==> config.mk <==
export PLATFORM = sky130hd
export DESIGN_NAME = sprite_motion_ctrl
export DESIGN_NICKNAME = d
export VERILOG_FILES = /design/src/rtl/video_pkg.sv /design/src/rtl/btn_sync_edge.sv /design/src/rtl/sprite_motion_ctrl.sv
export SDC_FILE = /design/constraint.sdc
export NUM_CORES = 1
export LEC_CHECK = 0
export BUFFER_PORTS_ARGS = -buffer_cell sky130_fd_sc_hd__buf_2
export CAP_MARGIN = 30
export CELL_PAD_IN_SITES_DETAIL_PLACEMENT = 0
export CELL_PAD_IN_SITES_GLOBAL_PLACEMENT = 1
export CORE_MARGIN = 2
export CORE_UTILIZATION = 45
export DETAILED_ROUTE_END_ITERATION = 10
export HOLD_SLACK_MARGIN = 0.1
export PLACE_DENSITY_LB_ADDON = 0.08
export RECOVER_POWER = 25
export SLEW_MARGIN = 15
export SYNTH_ARGS = -nofsm -noshare
export SYNTH_HDL_FRONTEND = slang
export SYNTH_SLANG_ARGS = --single-unit
export TNS_END_PERCENT = 100
==> constraint.sdc <==
create_clock -name clk -period 5.26 [get_ports clk]
set_clock_uncertainty 0.15 [all_clocks]
set_input_delay 1.052 -clock clk [delete_from_list [all_inputs] [get_ports clk]]
set_output_delay 1.052 -clock clk [all_outputs]
set_load 0.05 [all_outputs]
==> src/rtl/video_pkg.sv <==
`default_nettype none
// ============================================================================
//  Module      : video_pkg
//  Description : Shared video geometry constants and sprite motion mode enum.
//  Revision    : 1.0 - initial release
// ============================================================================
package video_pkg;

    localparam int H_ACTIVE = 640;
    localparam int V_ACTIVE = 480;
    localparam int COORD_W  = 11;

    typedef enum logic [1:0] {
        BOUNCE = 2'd0,
        MANUAL = 2'd1,
        PAUSED = 2'd2
    } motion_state_t;

endpackage
`default_nettype wire

==> src/rtl/btn_sync_edge.sv <==
`default_nettype none
// ============================================================================
//  Module      : btn_sync_edge
//  Description : Two-flop synchronizer for a raw button plus a registered
//                rising-edge press pulse (3 clk from pin to pulse).
//  Revision    : 1.0 - initial release
// ============================================================================
module btn_sync_edge (
    input  logic clk,
    input  logic reset,
    input  logic i_btn,
    output logic o_level,
    output logic o_pulse
);

    logic r_sync1;
    logic r_sync2;
    logic r_prev;
    logic r_pulse;

    always_ff @(posedge clk or posedge reset) begin
        if (reset) begin
            r_sync1 <= 1'b0;
            r_sync2 <= 1'b0;
            r_prev  <= 1'b0;
            r_pulse <= 1'b0;
        end else begin
            r_sync1 <= i_btn;
            r_sync2 <= r_sync1;
            r_prev  <= r_sync2;
            r_pulse <= r_sync2 & ~r_prev;
        end
    end

    assign o_level = r_sync2;
    assign o_pulse = r_pulse;

endmodule
`default_nettype wire

==> src/rtl/sprite_motion_ctrl.sv <==
`default_nettype none
// ============================================================================
//  Module      : sprite_motion_ctrl
//  Description : Per-frame sprite position update (bounce / manual / pause),
//                applied once at the start of vertical blanking.
//  Revision    : 1.0 - initial release
// ============================================================================
module sprite_motion_ctrl #(
    parameter int H_ACTIVE  = video_pkg::H_ACTIVE,
    parameter int V_ACTIVE  = video_pkg::V_ACTIVE,
    parameter int SPRITE_W  = 32,
    parameter int SPRITE_H  = 16,
    parameter int X_INIT    = 304,
    parameter int Y_INIT    = 232,
    parameter int MAX_SPEED = 7
) (
    input  logic                          clk,
    input  logic                          reset,
    input  logic [video_pkg::COORD_W-1:0] pix_x,
    input  logic [video_pkg::COORD_W-1:0] pix_y,
    input  logic                          btn_left,
    input  logic                          btn_right,
    input  logic                          btn_mode,
    input  logic                          btn_pause,
    input  logic                          btn_speed,
    output logic [video_pkg::COORD_W-1:0] POSX,
    output logic [video_pkg::COORD_W-1:0] pos_y,
    output logic                          frame_tick,
    output logic                          hit_wall
);

    import video_pkg::COORD_W;
    import video_pkg::motion_state_t;
    import video_pkg::BOUNCE;
    import video_pkg::MANUAL;
    import video_pkg::PAUSED;

    localparam logic signed [COORD_W:0] c_XMAX      = (COORD_W+1)'(H_ACTIVE - SPRITE_W);
    localparam logic signed [COORD_W:0] c_YMAX      = (COORD_W+1)'(V_ACTIVE - SPRITE_H);
    localparam logic [2:0]              c_MAX_SPEED = 3'(MAX_SPEED);

    // Button order: {speed, pause, mode, right, left}
    logic [4:0] w_btn_raw;
    logic [4:0] w_level;
    logic [4:0] w_pulse;
    logic [4:0] w_unused_btn;

    assign w_btn_raw = {btn_speed, btn_pause, btn_mode, btn_right, btn_left};

    for (genvar i = 0; i < 5; i++) begin : g_btn
        btn_sync_edge u_btn (
            .clk     (clk),
            .reset   (reset),
            .i_btn   (w_btn_raw[i]),
            .o_level (w_level[i]),
            .o_pulse (w_pulse[i])
        );
    end

    assign w_unused_btn = {w_level[4:2], w_pulse[1:0]};

    logic w_left, w_right, w_mode_p, w_pause_p, w_speed_p;
    assign w_left    = w_level[0];
    assign w_right   = w_level[1];
    assign w_mode_p  = w_pulse[2];
    assign w_pause_p = w_pulse[3];
    assign w_speed_p = w_pulse[4];

    logic                   r_vb, r_vb_q, w_vb, w_tick;
    motion_state_t          r_state, r_resume, w_state_nxt, w_resume_nxt;
    logic [2:0]             r_speed;
    logic                   r_vx_neg, r_vy_neg, w_vx_neg_nxt, w_vy_neg_nxt;
    logic [COORD_W-1:0]     r_posx, r_posy, w_posx_nxt, w_posy_nxt;
    logic signed [COORD_W:0] w_x, w_y, w_step, w_nx, w_ny;
    logic                   w_clamp;

    assign w_vb   = (pix_x == '0) && (pix_y == COORD_W'(V_ACTIVE));
    assign w_tick = r_vb & ~r_vb_q;

    // Mode press is resolved before pause so a joint press pauses into the new mode.
    always_comb begin
        w_state_nxt  = r_state;
        w_resume_nxt = r_resume;
        if (w_mode_p) begin
            case (w_state_nxt)
                BOUNCE:  w_state_nxt  = MANUAL;
                MANUAL:  w_state_nxt  = BOUNCE;
                default: w_resume_nxt = (r_resume == BOUNCE) ? MANUAL : BOUNCE;
            endcase
        end
        if (w_pause_p) begin
            if (w_state_nxt == PAUSED) begin
                w_state_nxt = w_resume_nxt;
            end else begin
                w_resume_nxt = w_state_nxt;
                w_state_nxt  = PAUSED;
            end
        end
    end

    assign w_x    = {1'b0, r_posx};
    assign w_y    = {1'b0, r_posy};
    assign w_step = {{(COORD_W-2){1'b0}}, r_speed};

    always_comb begin
        w_posx_nxt   = r_posx;
        w_posy_nxt   = r_posy;
        w_vx_neg_nxt = r_vx_neg;
        w_vy_neg_nxt = r_vy_neg;
        w_clamp      = 1'b0;
        w_nx         = r_vx_neg ? (w_x - w_step) : (w_x + w_step);
        w_ny         = r_vy_neg ? (w_y - w_step) : (w_y + w_step);
        case (r_state)
            BOUNCE: begin
                if (w_nx[COORD_W]) begin
                    w_posx_nxt   = '0;
                    w_vx_neg_nxt = 1'b0;
                    w_clamp      = 1'b1;
                end else if (w_nx > c_XMAX) begin
                    w_posx_nxt   = c_XMAX[COORD_W-1:0];
                    w_vx_neg_nxt = 1'b1;
                    w_clamp      = 1'b1;
                end else begin
                    w_posx_nxt   = w_nx[COORD_W-1:0];
                end
                if (w_ny[COORD_W]) begin
                    w_posy_nxt   = '0;
                    w_vy_neg_nxt = 1'b0;
                    w_clamp      = 1'b1;
                end else if (w_ny > c_YMAX) begin
                    w_posy_nxt   = c_YMAX[COORD_W-1:0];
                    w_vy_neg_nxt = 1'b1;
                    w_clamp      = 1'b1;
                end else begin
                    w_posy_nxt   = w_ny[COORD_W-1:0];
                end
            end
            MANUAL: begin
                if (w_left && !w_right) begin
                    w_nx = w_x - w_step;
                    if (w_nx[COORD_W]) begin
                        w_posx_nxt = '0;
                        w_clamp    = 1'b1;
                    end else begin
                        w_posx_nxt = w_nx[COORD_W-1:0];
                    end
                end else if (w_right && !w_left) begin
                    w_nx = w_x + w_step;
                    if (w_nx > c_XMAX) begin
                        w_posx_nxt = c_XMAX[COORD_W-1:0];
                        w_clamp    = 1'b1;
                    end else begin
                        w_posx_nxt = w_nx[COORD_W-1:0];
                    end
                end
            end
            default: ;
        endcase
    end

    always_ff @(posedge clk or posedge reset) begin
        if (reset) begin
            r_vb     <= 1'b0;
            r_vb_q   <= 1'b0;
            r_state  <= BOUNCE;
            r_resume <= BOUNCE;
            r_speed  <= 3'd1;
            r_vx_neg <= 1'b0;
            r_vy_neg <= 1'b0;
            r_posx   <= COORD_W'(X_INIT);
            r_posy   <= COORD_W'(Y_INIT);
        end else begin
            r_vb     <= w_vb;
            r_vb_q   <= r_vb;
            r_state  <= w_state_nxt;
            r_resume <= w_resume_nxt;
            if (w_speed_p) begin
                r_speed <= (r_speed == c_MAX_SPEED) ? 3'd1 : r_speed + 3'd1;
            end
            if (w_tick) begin
                r_posx   <= w_posx_nxt;
                r_posy   <= w_posy_nxt;
                r_vx_neg <= w_vx_neg_nxt;
                r_vy_neg <= w_vy_neg_nxt;
            end
        end
    end

    assign POSX       = r_posx;
    assign pos_y      = r_posy;
    assign frame_tick = w_tick;
    assign hit_wall   = w_tick & w_clamp;

endmodule
`default_nettype wire

==> results.ini <==
[synthesis]
synth-seq-area-share_pct=30.9
ys_ff_latch=49
yosysWarnings=0
syn_inst=456
syn_area_per_cell_um2=8.78
syn_area_um2=4010
synthArstFlopShare_pct=100
ys.flop_type=dfrtp_1
synth-edff-count=0
yosysUniqueCellTypes=77
syn_nets=514

[timing]
fmax_mhz=198
grt_setup_unrepaired=false
drv_slew=0
whs_ns=0.209
fin_crit_sh_pct=96.0
period_needed_ns=5.05
final.setup.tns_ns=0
worstMarginPinSlew_ns=0.935
final-setup-viol-count=0
slew_headroom_pct=37.6
finalHoldViolCount=0

[placement]
place.gp.congestion=0.934
numPortBuffers=52
postPlaceCellArea_um2=4300
dpl.hpwl_um=7920

[detailed_routing]
remaining_drc_errors=0
topRoutingLayerUsed=met4
drtIter0Drc=162
vias_per_cell=5.93
ant_nets=0
wl_met1_um=4600
wl_per_cell_um=17.4
routed_wirelength_um=10600
vias=3591
met3_length_um=559
wl_met2_um=5190
first_pass_iters=5

[clock_network]
h-tree-depth=2
cts_max_path_buffers=2
insertion_delay_ns=0.31
clock_sinks=49
cts_tree=done
path_clk_slew_ns=0.11
numCtsBuffers=5
clockRootBuffer=clkbuf_8

[worst_setup_path]
required_ns=4.06
cp_top_family=simple AND/OR/NAND/NOR gates
cp_common_cell=ha_1
critPathBufInv=2
crit_fanout=7
worstSetupStartpointType=flop
r2r_start=r_speed[0]
critical_path_class=reg -> out
crit_chain=inv_1, ha_1, ha_1, or2_2, ha_1, or2_2, or3_1, o22ai_1, xnor2_1, nand3_1, o211ai_1, nor4b_2, o22ai_1, buf_4
endpoint_kind=output pin
r2r_slack_ns=1.52
cp_slowest_stage_delay_ns=0.61
crit_start=r_speed[0]
slowest_stage=dfstp_2
cp.arrival_ns=3.85

[die]
initial_core_util_pct=46.2
die-area_um2=9670
num_rows=34
fp.dieH_um=98.3
coreArea_um2=8680
ioPinCount=53
die_w_um=98.3

[worst_hold_path]
hold_path.startpoint=g_btn[1].u_btn.r_sync1
worstHoldPathType=reg -> reg

[finish]
final_common_cell=buf_2
drive_above_1_share_pct=20.5
final_cell_mix=51 x buf_2, 42 x nand2_1, 41 x dfrtp_1, 30 x nor2_1, 26 x ha_1
layout.nets=555
regArea_um2=1240
fillers=832
area_growth_pct=10.1
multi_input_area_um2=2550
final_area_um2=4410
antenna_cells=0

[job]
maxCapViolations=0

[pwr]
cellPowerDensity_nw_per_um2=296
leakage_nw=1.95
worst_ir_drop_vdd_mv=0.138
finalPower_w=0.00130

[global_route]
grt.overflow.total=0
grt_pass1_wl_um=17300
antenna_found_initial=0
grt_pass1_vias=3453
grt_max_degree=28
track_usage_pct=22.0

[status]
status=finished clean

-- area by class of cell --
| cell class | count | area share [%] |
|---|---|---|
| Multi-Input combinational cell | 361 | 57.9 |
| Clock inverter | 3 | 0.652 |
| Timing Repair Buffer | 57 | 6.81 |
| Tap cell | 108 | 3.06 |
| Sequential cell | 49 | 28.0 |
| Clock buffer | 5 | 1.56 |
| Inverter | 23 | 1.96 |
-- routing by layer --
| metal | track usage, % | vias up |
|---|---|---|
| li1 | - | 1764 |
| met1 | 28.8 | 1698 |
| met2 | 37.5 | 113 |
| met3 | 3.01 | 16 |
| met4 | 7.06 | 0 |
| met5 | 0 | - |
-- Yosys cell counts, types with 4 or more instances --
master	count	share of area (%)
o31ai_1	12	2.2
o22a_1	4	0.87
or2_2	7	1.1
inv_1	23	2.2
dfrtp_1	41	26
o22ai_1	7	1.1
o211ai_1	9	1.7
a211oi_1	4	0.75
buf_6	6	1.7
nor2_1	30	2.8
a31oi_1	7	1.1
nor3_1	13	1.6
nand3_1	13	1.6
o21ai_0	23	2.9
dfstp_2	8	5.2
nor4_1	6	0.94
nor2b_1	13	2.0
mux2i_1	4	1.0
xnor2_1	15	3.3
ha_1	26	8.1
nand2_1	42	3.9
a22oi_1	4	0.75
nand2b_1	5	0.78
and2_1	8	1.2
a32oi_1	6	1.3
a21oi_1	22	2.7
xor2_1	9	2.0
nand4_1	6	0.94
clkbuf_1	11	1.0
-- kinds of logic (layout without fill, tap and decap cells) --
group | after synthesis | after routing | share of synthesized area [%]
adders and majority gates | 29 | 29 | 9.62
DFF | 49 | 49 | 30.9
muxes | 6 | 6 | 1.56
xor gates and xnor gates | 25 | 25 | 5.65
AOI/OAI and AO/OA | 129 | 129 | 23.6
buffers and inverters | 46 | 88 | 5.69
and+or+nand+nor | 172 | 172 | 23.1
-- what timing repair did --
action                                  CTS  global route
endpoints found under the setup margin    0             1
resized for setup                         0             4
hold endpoints to repair                  0             0
hold buffers                              0             0
buffers inserted                          0             0
-- sequential cells by signal (all words and copies together), names as in the netlist --
signal               flops
POSX                    11
g_btn.u_btn.o_level      5
g_btn.u_btn.o_pulse      3
g_btn.u_btn.r_prev       3
g_btn.u_btn.r_sync1      5
pos_y                   11
r_resume                 2
r_speed                  3
r_state                  2
r_vb                     1
r_vb_q                   1
r_vx_neg                 1
r_vy_neg                 1
-- metrics by stage --
stage	util (%)	cells	setup WS (ns)
floorplan	-	456	0.256
detailed placement	49.5	598	0.477
CTS	50.6	606	0.125
global route	50.8	606	0.0252
finish	50.8	606	0.208
global placement	49.5	598	0.579
-- report_power, final --
group	total [W]	internal, W	switching, W	leakage (nW)
logic	0.000618	0.000236	0.000381	1.29
registers	0.000436	0.000408	0.0000279	0.612
clock network	0.000250	0.0000999	0.000150	0.0506
total	0.00130	0.000745	0.000560	1.95
-- final timing paths --
path                                          end  depth (start not counted)
max                                      hit_wall                         14
min                        g_btn[1].u_btn.o_level                          0
max reg2reg                              pos_y[1]                         14
min reg2reg                g_btn[1].u_btn.o_level                          0
max in group asynchronous                 POSX[4]                          3
min in group asynchronous              r_state[0]                          2
(Power assumes the default switching activity.)
